**config.mk**
```make
export PLATFORM = sky130hd
export DESIGN_NAME = rev_mult_seq
export DESIGN_NICKNAME = d
export VERILOG_FILES = /design/src/rtl/rev_mult_pkg.sv /design/src/rtl/dual_rail_check.sv /design/src/rtl/rev_mult_seq.sv
export SDC_FILE = /design/constraint.sdc
export NUM_CORES = 1
export LEC_CHECK = 0
export BUFFER_PORTS_ARGS = -buffer_cell sky130_fd_sc_hd__buf_2
export CORE_MARGIN = 2
export CORE_UTILIZATION = 40
export CTS_CLUSTER_DIAMETER = 30
export DETAILED_ROUTE_END_ITERATION = 12
export SLEW_MARGIN = 25
export SYNTH_ARGS = -nofsm -noshare
export SYNTH_HDL_FRONTEND = slang
export SYNTH_SLANG_ARGS = --single-unit
```
**constraint.sdc**
```tcl
create_clock -name clk -period 4.28 [get_ports clk]
set_input_delay 0.642 -clock clk [delete_from_list [all_inputs] [get_ports clk]]
set_output_delay 0.642 -clock clk [all_outputs]
set_load 0.01 [all_outputs]
```
**src/rtl/rev_mult_pkg.sv**
```systemverilog
// rev_mult_pkg: shared types and sizing helpers for the sequential
// reversible (Bennett-style) shift-add multiplier.
//   state_e      - controller states IDLE / FWD / HOLD / BWD
//   PW           - product width for the default operand width
//   prod_width() - product width (2*w) for an operand width w
//   idx_width()  - bit-index counter width for an operand width w
package rev_mult_pkg;

    typedef enum logic [1:0] {
        IDLE = 2'd0,
        FWD  = 2'd1,
        HOLD = 2'd2,
        BWD  = 2'd3
    } state_e;

    localparam int unsigned DEF_WIDTH = 8;
    localparam int unsigned PW        = 2 * DEF_WIDTH;

    function automatic int unsigned prod_width(input int unsigned w);
        return 2 * w;
    endfunction

    // A one-bit operand still needs a one-bit counter.
    function automatic int unsigned idx_width(input int unsigned w);
        return (w <= 1) ? 1 : $clog2(w);
    endfunction

endpackage

```
**src/rtl/dual_rail_check.sv**
```systemverilog
// dual_rail_check: combinational rail-consistency check for one
// dual-rail operand.
//   x     in  N  true rail
//   x_not in  N  complement rail
//   ok    out 1  high when every bit pair is complementary
module dual_rail_check #(
    parameter int unsigned N = 8
) (
    input  logic [N-1:0] x,
    input  logic [N-1:0] x_not,
    output logic         ok
);

    assign ok = &(x ^ x_not);

endmodule

```
**src/rtl/rev_mult_seq.sv**
```systemverilog
// rev_mult_seq: radix-2 shift-add multiplier with dual-rail operands and
// product. FWD accumulates a*b over WIDTH edges, HOLD presents the product
// until acknowledged, then BWD subtracts the same partial products in
// reverse order so the accumulator returns to zero (UNCOMPUTE=1), or the
// accumulator is cleared in one edge (UNCOMPUTE=0).
//   clk, rst_n          clock, synchronous active-low reset
//   start               request, sampled only in IDLE
//   a/a_not, b/b_not    dual-rail operands (WIDTH bits)
//   p_ack               product consumed, sampled only in HOLD
//   busy                high in every state except IDLE
//   p_valid             high exactly while in HOLD
//   p/p_not             dual-rail product (2*WIDTH), all-zero outside HOLD
//   done                one-cycle pulse on return to IDLE
//   rail_err            one-cycle pulse when a start is rejected
//   uncompute_err       sticky: accumulator nonzero after BWD
module rev_mult_seq
    import rev_mult_pkg::*;
#(
    parameter int unsigned WIDTH     = 8,
    parameter bit          UNCOMPUTE = 1'b1
) (
    input  logic                 clk,
    input  logic                 rst_n,
    input  logic                 start,
    input  logic [WIDTH-1:0]     a,
    input  logic [WIDTH-1:0]     a_not,
    input  logic [WIDTH-1:0]     b,
    input  logic [WIDTH-1:0]     b_not,
    input  logic                 p_ack,
    output logic                 busy,
    output logic                 p_valid,
    output logic [2*WIDTH-1:0]   p,
    output logic [2*WIDTH-1:0]   p_not,
    output logic                 done,
    output logic                 rail_err,
    output logic                 uncompute_err
);

    localparam int unsigned    PROD_W   = prod_width(WIDTH);
    localparam int unsigned    IW       = idx_width(WIDTH);
    localparam logic [IW-1:0]  IDX_LAST = IW'(WIDTH - 1);

    state_e              state_q, state_d;
    logic [WIDTH-1:0]    a_q, a_d;
    logic [WIDTH-1:0]    b_q, b_d;
    logic [PROD_W-1:0]   acc_q, acc_d;
    logic [IW-1:0]       idx_q, idx_d;
    logic                done_q, done_d;
    logic                rail_err_q, rail_err_d;
    logic                uerr_q, uerr_d;

    logic                a_ok, b_ok;
    logic [PROD_W-1:0]   addend;

    dual_rail_check #(.N(WIDTH)) u_a_chk (
        .x     (a),
        .x_not (a_not),
        .ok    (a_ok)
    );

    dual_rail_check #(.N(WIDTH)) u_b_chk (
        .x     (b),
        .x_not (b_not),
        .ok    (b_ok)
    );

    always_comb begin
        state_d    = state_q;
        a_d        = a_q;
        b_d        = b_q;
        acc_d      = acc_q;
        idx_d      = idx_q;
        done_d     = 1'b0;
        rail_err_d = 1'b0;
        uerr_d     = uerr_q;
        addend     = PROD_W'(a_q) << idx_q;

        unique case (state_q)
            IDLE: begin
                if (start) begin
                    if (a_ok && b_ok) begin
                        a_d     = a;
                        b_d     = b;
                        idx_d   = '0;
                        uerr_d  = 1'b0;
                        state_d = FWD;
                    end else begin
                        rail_err_d = 1'b1;
                    end
                end
            end
            FWD: begin
                if (b_q[idx_q]) acc_d = acc_q + addend;
                idx_d = idx_q + 1'b1;
                if (idx_q == IDX_LAST) state_d = HOLD;
            end
            HOLD: begin
                if (p_ack) begin
                    if (UNCOMPUTE) begin
                        idx_d   = IDX_LAST;
                        state_d = BWD;
                    end else begin
                        acc_d   = '0;
                        idx_d   = '0;
                        done_d  = 1'b1;
                        state_d = IDLE;
                    end
                end
            end
            BWD: begin
                // Same partial products as FWD, visited high-to-low, so the
                // accumulator retraces its forward trajectory back to zero.
                if (b_q[idx_q]) acc_d = acc_q - addend;
                idx_d = idx_q - 1'b1;
                if (idx_q == '0) begin
                    idx_d   = '0;
                    done_d  = 1'b1;
                    state_d = IDLE;
                    if (acc_d != '0) uerr_d = 1'b1;
                end
            end
            default: state_d = IDLE;
        endcase
    end

    always_ff @(posedge clk) begin
        if (!rst_n) begin
            state_q    <= IDLE;
            a_q        <= '0;
            b_q        <= '0;
            acc_q      <= '0;
            idx_q      <= '0;
            done_q     <= 1'b0;
            rail_err_q <= 1'b0;
            uerr_q     <= 1'b0;
        end else begin
            state_q    <= state_d;
            a_q        <= a_d;
            b_q        <= b_d;
            acc_q      <= acc_d;
            idx_q      <= idx_d;
            done_q     <= done_d;
            rail_err_q <= rail_err_d;
            uerr_q     <= uerr_d;
        end
    end

    // NULL spacer: both rails read zero whenever the product is not valid.
    always_comb begin
        busy          = (state_q != IDLE);
        p_valid       = (state_q == HOLD);
        p             = p_valid ? acc_q  : '0;
        p_not         = p_valid ? ~acc_q : '0;
        done          = done_q;
        rail_err      = rail_err_q;
        uncompute_err = uerr_q;
    end

endmodule

```
# --- After elaboration in Yosys (flattened, before gate mapping) ---
# Cells that the tools add are included.
op_classes:
  magnitude_cmp: 1
  n_shift: 1
  mux: 26
  reduce_logical: 16
  n_bitwise: 3
  eq_ne: 11
  add_sub_neg: 4
op_table:
  columns: ["operator", "count"]
  rows:
  - ["$mux W16", 5]
  - ["$pmux W16 S2", 1]
  - ["$add A16 B16 Y16", 1]
  - ["$not A16 Y16", 1]
  - ["$reduce_and A8 Y1", 2]
  - ["$reduce_bool A16 Y1", 1]
  - ["$shl A8 B3 Y16", 1]
  - ["$sub A16 B16 Y16", 1]
  - ["$xor A8 B8 Y8", 2]
  - ["$ne A2 B2 Y1 const B", 7]
  - ["$mux W3", 4]
  - ["$pmux W3 S4", 1]
  - ["$mux W2", 5]
  - ["$reduce_and A5 Y1", 2]
  - ["$reduce_and A3 Y1", 3]
  - ["$pmux W2 S4", 1]
  - ["$mux W1", 7]
  - ["$reduce_bool A2 Y1", 3]
  - ["$eq A2 B2 Y1 const B", 2]
  - ["$lt A3 B4 Y1 const B", 1]
  - ["$reduce_and A2 Y1", 2]
  - ["$add A3 B1 Y3 const B", 1]
  - ["$bmux W1 S3", 1]
  - ["$eq A3 B3 Y1 const B", 1]
  - ["other kinds (6)", 6]
word_totals:
  wordCells: 70
  ff_bits: 40

# --- Longest topological paths before layout ---
# Gate-level depths: netlist of the first run.
logic_depth:
  depth_word: 8
  depth_mapped: 18

# --- Cells and area by module ---
# From an unflattened synthesis of the first run, not the netlist that was laid out.
hier_totals:
  cells_unflattened: 593
  hier_area_um2: 4366.7
by_module_without_submodules:
  columns: ["module", "seq_area_each_um2", "instances", "area_each_um2", "cells_each"]
  rows:
  - ["rev_mult_seq", 800.8, 1, 4194.0, 571]
  - ["dual_rail_check", 0.0, 2, 86.3, 11]

# --- Least setup slack after synthesis of the first run ---
# Ideal clock, no wire load.
synth_timing:
  path_type: "register -> register"
  start: "register idx_q[1]"
  end: "register uerr_q, in the netlist uncompute_err"
  arrival_ns: 3.464
  setup_ns: 0.072
  slack_ns: 0.745
  path_stages_with_launch: 17
  cell_sequence: "dfxtp_1 > clkbuf_1 > clkbuf_1 > mux2i_1 > a21oi_1 > nand2_1 > and2_1 > ha_1 > or4_1 > o21ai_2 > a211oi_1 > o21a_1 > o31ai_1 > and4b_1 > and4_1 > a31oi_1 > mux2i_1"
synth_between:
  elab_chain_cells: 7
  word_cells_on_any_way: 11
  classes_between: "1 x add/sub; 2 x eq/ne; 1 x shift; 4 x mux; 3 x reduce/logical"
synth_lines:
  columns: ["element", "line_no", "source"]
  rows:
  - ["start, declared", "rev_mult_seq.sv:47", "logic [IW-1:0] idx_q, idx_d;"]
  - ["start signal, assigned", "rev_mult_seq.sv:141", "idx_q <= idx_d;"]
  - ["$shl A8 B3 Y16 or $bmux W1 S3 (tied branches)", "rev_mult_seq.sv:76, rev_mult_seq.sv:113", null]
  - ["$sub A16 B16 Y16 or $mux W1 (tied branches)", "rev_mult_seq.sv:113", "if (b_q[idx_q]) acc_d = acc_q - addend;"]
  - ["$mux W16", "rev_mult_seq.sv:113", null]
  - ["$mux W16", "rev_mult_seq.sv:78", "unique case (state_q)"]
  - ["$reduce_bool A16 Y1", "rev_mult_seq.sv:119", "if (acc_d != '0) uerr_d = 1'b1;"]
  - ["$ne A2 B2 Y1 (no line)", null, null]
  - ["$reduce_and A5 Y1 (no line) *", null, null]
  - ["end signal, assigned", "rev_mult_seq.sv:144", "uerr_q <= uerr_d;"]
  - ["end, declared", "rev_mult_seq.sv:50", "logic uerr_q, uerr_d;"]
# Every way passes the cells marked *; elsewhere a longest branch is shown, timed or not. The select of a mux whose other input is x is not followed.
# A chain may end at the register's enable or synchronous reset.

# --- Worst setup path after layout of the first run ---
# Ends and elaborated chain as after synthesis.

==> run_results.csv, run 1 <==
group,metric,value,unit
floorplanning,pin_count,73,
clock_network,root_buffer,"clkbuf_8",
timing,setup_tns,0,ns
place,dp.final_hpwl,9460,um
place,placed_cells,739,
floorplanning,fp-row-count,37,
final_layout,syn_to_final_growth,13.2,%
logic_synthesis,syn_area,4210,um2
final_layout,nets,688,
place,place_ws,0.422,ns
timing,slew_violations,0,
logic_synthesis,synth_top_area_share,0.190,
route,drtPass1Iterations,7,
route,vias_per_cell,5.59,
worst_hold_path,hold_end,"uncompute_err",
logic_synthesis,yosysWarnings,0,
grt,gr-usage-all-layers,0.221,
grt,grt_max_degree,43,
clock_network,clock-sinks,40,
timing,finalCriticalPeriod,3.81,ns
logic_synthesis,synth_cell_types,64,
final_layout,antennaDiodeCount,0,
route,ant_nets,0,
timing,finClkSkew,0.0131,ns
logic_synthesis,synth_commonest_cells,"58 x nor2_1, 42 x nand2_1, 40 x dfxtp_1, 40 x ha_1, 39 x inv_1",
logic_synthesis,synth.most_common_cell,"nor2_1",
timing,maxSlewHeadroom,0.413,
route,wl_per_cell,16.6,um
timing,setup_viol,0,
critical_path,crit_type,"register to register",
critical_path,reg2reg_to,"uncompute_err",
logic_synthesis,synth_top_cell_by_area,"dfxtp_1",
status,status,"completed",
critical_path,r2r-start,"idx_q[1]",
timing,setup_ws,0.472,ns
logic_synthesis,async_reset_ff_frac,0,
final_layout,stdcell_area,4770,um2
clock_network,cts_tree,"built",
clock_network,clk_pin_slew,0.09,ns
logic_synthesis,ys_seq_area_frac,0.190,
logic_synthesis,syn_inst,556,
clock_network,clk_path_buf_depth,2,
route,route.detailed.drc,0,
critical_path,startpoint_type,"register",
logic_synthesis,avgSynthCellArea,7.58,um2
critical_path,required,4.52,ns
logic_synthesis,synthFlopType,"dfxtp_1",
grt,grt_pass1_wl,20000,um
timing,fin_crit_sh,0.890,
timing,worst_pin_slew,0.881,ns
floorplanning,die_h,107,um
floorplanning,initial_core_util,0.410,
floorplanning,fp.dieArea,11400,um2
grt,grt_pass1_vias,3855,
route,drt_iter0_markers,300,
pwr,vdd_ir_drop_max,0.167,mV
critical_path,reg2reg_slack,0.47,ns
clock_network,postCtsSetupRepairBufs,0,
floorplanning,core_region_area,10300,um2
critical_path,cp.arrival,4.05,ns
flow_run,maxCapViolations,0,
place,portBuffers,72,
route,vias,4177,
logic_synthesis,synth_top_cells_by_area,"dfxtp_1 19%, ha_1 12%, mux2i_1 7.8%",
logic_synthesis,yosys_register_bits,40,
clock_network,clk_latency,0.31,ns
final_layout,drive_gt1_frac,0.167,
logic_synthesis,synth_nets,634,
floorplanning,die_x,107,um
worst_hold_path,min_path_type,"register to register",
critical_path,reg2reg_depth,14,
pwr,p_leak,2.19,nW
final_layout,final_util,0.464,
place,globalplace.congestion,0.923,
place,dpl_cell_area,4650,um2
final_layout,layoutNonFillerInstCount,747,
timing,timing_hold_violations_final,0,
pwr,power_density,250,nW/um2
timing,fmaxAchievable,263,MHz
clock_network,holdBufCountCts,0,
grt,grt-ovfl-total,0,
grt,antenna_found_initial,0,
critical_path,path_max_fanout,11,
worst_hold_path,holdPathStages,2,
worst_hold_path,hold_start,"uncompute_err",
timing,rsz0062_at_grt,"false",
clock_network,cts-htree-levels,2,
critical_path,cp-end-kind,"register",
logic_synthesis,synth_edf_count,0,
route,wirelength,12400,um
clock_network,numCtsBuffers,5,
## cells in the final DEF, fill, tap and decap left out, types with 16 or more instances in the layout
cell type / netlist / routed
o21ai_0: 21 / 21
mux2i_1: 33 / 33
buf_2: 5 / 72
a21oi_1: 38 / 38
and2_1: 16 / 16
nand2_1: 42 / 42
nor2_1: 58 / 58
nor2b_1: 25 / 25
xor2_1: 21 / 21
dfxtp_1: 40 / 39
inv_1: 39 / 39
ha_1: 40 / 40
## registers in the layout, indices dropped and copies added, names as in the netlist
name           cells
acc_q             16
a_q                8
state_q            2
rail_err           1
uncompute_err      1
b_q                8
done               1
idx_q              3
## kinds of logic (layout without fill, tap and decap cells)
kind of cell / after synthesis / after routing / synth area share
compound gates: 130 / 130 / 0.203
xor+xnor: 36 / 36 / 0.0748
fa+ha+maj: 42 / 42 / 0.128
buf+inv: 71 / 126 / 0.0665
flops: 40 / 40 / 0.190
mux: 40 / 40 / 0.104
simple gates: 197 / 197 / 0.233
## worst max-delay path: stages (launching register included)
cell and delay [ns]:
dfxtp_1 0.50, mux2_2 0.39, nor2_1 0.09, a21oi_1 0.08, a21oi_1 0.30, ha_1 0.41, or4_1 0.53, o21ai_2 0.09
a211oi_1 0.08, o21a_1 0.20, o31ai_1 0.27, and4b_1 0.24, and4_1 0.17, a31oi_1 0.19, mux2i_1 0.19
## worst max-delay path by stage
stage / from / to / slack, ns / cells after the start
global placement: idx_q[0] / uncompute_err / 0.57 / 14
global route: idx_q[1] / uncompute_err / 0.10 / 14
floorplan: idx_q[1] / uncompute_err / 0.74 / 16
CTS: idx_q[0] / uncompute_err / 0.41 / 14
finish: idx_q[1] / uncompute_err / 0.47 / 14
detailed placement: idx_q[0] / uncompute_err / 0.42 / 14
## through the flow
step	hold WS [ns]	power, mW
6_report	0.467	1.19
3_5_place_dp	0.460	0.849
5_1_grt	0.520	1.26
3_3_place_gp	0.455	0.846
4_1_cts	0.472	1.20
2_1_floorplan	0.477	0.723
## where the power goes
group | total [mW] | switching (mW) | internal [mW]
clock network | 0.346 | 0.170 | 0.176
registers | 0.402 | 0.0174 | 0.384
logic | 0.444 | 0.269 | 0.175
## metal layers
| metal | track usage | vias up | wire length (um) |
|---|---|---|---|
| li1 | - | 2055 | - |
| met1 | 0.292 | 1988 | 5590 |
| met2 | 0.387 | 123 | 6030 |
| met3 | 0.0298 | 11 | 643 |
| met4 | 0.0436 | 0 | 150 |
| met5 | 0 | - | 0 |
## cell type report
type | instances | area (um2)
inverters | 41 | 154
multi-input cells | 445 | 3130
repair buffers | 77 | 398
clock inverters | 3 | 46.3
fillers | 1079 | 5510
clock buffers | 5 | 68.8
flip-flops and latches | 40 | 802
well taps | 136 | 170
## repair_timing
item,CTS,global route
endpoints found under the setup margin,0,1
hold endpoints to repair,0,0
gates resized for setup,0,1
(Power assumes the default switching activity.)
==> inputs of run 2 (changes only) <==
--- a/config.mk
+++ b/config.mk
@@ -10,6 +10,7 @@
 export CORE_UTILIZATION = 40
 export CTS_CLUSTER_DIAMETER = 30
 export DETAILED_ROUTE_END_ITERATION = 12
+export PLACE_DENSITY = 0.72
 export SLEW_MARGIN = 25
 export SYNTH_ARGS = -nofsm -noshare
 export SYNTH_HDL_FRONTEND = slang
==> run 2 against run 1 <==
Compared with the run above:
- global-route usage fell by 0.55 points
- die area did not move
- critical endpoint unchanged
- critical path type unchanged
- utilization decreased by 0.085 points
==> run_results.csv, run 2 (synthesis results as in run 1) <==
group,metric,value,unit
timing,fin_crit_sh,0.905,
floorplanning,initial_core_util,0.410,
grt,grt-ovfl-total,0,
clock_network,cts_resized,0,
clock_network,root_buffer,"clkbuf_8",
grt,grt_max_degree,43,
pwr,p_leak,2.19,nW
place,dp.final_hpwl,9490,um
final_layout,layout_common_cells,"72 x buf_2, 58 x nor2_1, 42 x nand2_1, 40 x ha_1, 40 x dfxtp_1",
route,ant_nets,0,
timing,setup_tns,0,ns
floorplanning,die_x,107,um
final_layout,antennaDiodeCount,0,
place,portBuffers,72,
pwr,vdd_ir_drop_max,0.151,mV
timing,timing_hold_violations_final,0,
clock_network,clk_pin_slew,0.10,ns
route,vias_per_cell,5.52,
place,place_ws,0.493,ns
clock_network,clock-sinks,40,
route,route.detailed.drc,0,
critical_path,startpoint_type,"register",
final_layout,drive_gt1_frac,0.164,
floorplanning,fp-row-count,37,
grt,gr-usage-all-layers,0.216,
clock_network,holdBufCountCts,0,
grt,grt_pass1_vias,3962,
timing,fmaxAchievable,258,MHz
pwr,power_density,250,nW/um2
route,wl_per_cell,16.6,um
timing,worst_pin_slew,0.937,ns
floorplanning,core_region_area,10300,um2
critical_path,crit_type,"register to register",
final_layout,mostFrequentLayoutCell,"buf_2",
critical_path,cp-end-kind,"register",
floorplanning,fp.dieArea,11400,um2
floorplanning,pin_count,73,
grt,grt_pass1_wl,19800,um
clock_network,cts-htree-levels,2,
clock_network,numCtsBuffers,5,
final_layout,stdcell_area,4760,um2
pwr,total_power,1.19,mW
critical_path,path_max_fanout,13,
route,drtPass1Iterations,5,
timing,finClkSkew,0.00862,ns
route,drt_iter0_markers,264,
flow_run,maxCapViolations,0,
place,globalplace.congestion,0.920,
timing,setup_ws,0.408,ns
grt,antenna_found_initial,0,
clock_network,clk_latency,0.32,ns
critical_path,reg2reg_slack,0.41,ns
route,vias,4119,
critical_path,required,4.53,ns
timing,slew_violations,0,
final_layout,regMostFlops,"acc_q",
clock_network,postCtsSetupRepairBufs,0,
route,wirelength,12400,um
timing,finalCriticalPeriod,3.87,ns
status,status,"completed",
final_layout,largest_register_ffs,16,
timing,rsz0062_at_grt,"false",
clock_network,cts_tree,"built",
final_layout,nets,687,
timing,maxSlewHeadroom,0.363,
final_layout,reg.largest.list,"acc_q x16, a_q x8, b_q x8",
place,dpl_cell_area,4650,um2
final_layout,fill_cells,1049,
critical_path,cp.arrival,4.12,ns
floorplanning,die_h,107,um
final_layout,syn_to_final_growth,13.0,%
worst_hold_path,min_path_type,"register to register",
timing,setup_viol,0,
clock_network,clk_path_buf_depth,2,
==> run 2: per-layer routing <==
metal | global-route usage | vias to the layer above | share of wire | wire (um)
li1 | - | 2042 | - | -
met3 | 0.0243 | 15 | 0.051 | 625
met4 | 0.0464 | 0 | 0.015 | 181
met1 | 0.278 | 1951 | 0.45 | 5530
met2 | 0.387 | 111 | 0.49 | 6020
met5 | 0 | - | 0 | 0
==> run 2: worst paths after layout <==
| kind | start | to | cells past startpoint |
|---|---|---|---|
| worst max-delay path | idx_q[0] | uncompute_err | 14 |
| worst min-delay path | uncompute_err | uncompute_err | 2 |
| worst max register to register | idx_q[0] | uncompute_err | 14 |
| worst min register to register | uncompute_err | uncompute_err | 2 |
==> run 2: power by group <==
group / switching (mW) / total, mW / internal (mW)
logic: 0.269 / 0.444 / 0.175
registers: 0.0168 / 0.401 / 0.384
clock network: 0.168 / 0.345 / 0.176
total: 0.455 / 1.19 / 0.736
==> run 2: critical path: stages, from the launching register on <==
cell      delay [ns]
dfxtp_1         0.63
inv_1           0.31
nand2_1         0.12
o21ai_0         0.12
o22a_1          0.25
ha_1            0.50
o21ai_0         0.18
a21o_1          0.23
a211oi_1        0.30
nor3_1          0.09
o31ai_1         0.25
and4b_1         0.24
and4_1          0.18
a31oi_1         0.20
mux2i_1         0.20
==> run 2: cell type report <==
cell class,instances,area (um2),area share
tap,136,170,0.0357
multi-input combinational,445,3130,0.658
clock buffer,5,68.8,0.0145
sequential,40,801,0.168
inverter,41,154,0.0323
clock inverter,3,46.3,0.00972
timing repair buffer,76,390,0.0820
==> run 2: metrics by stage <==
stage,util,hold slack (ns),instances
after floorplan,-,0.477,556
after global placement,0.452,0.464,738
after detailed placement,0.452,0.461,738
after CTS,0.463,0.480,746
after global routing,0.463,0.485,746
final,0.463,0.477,746
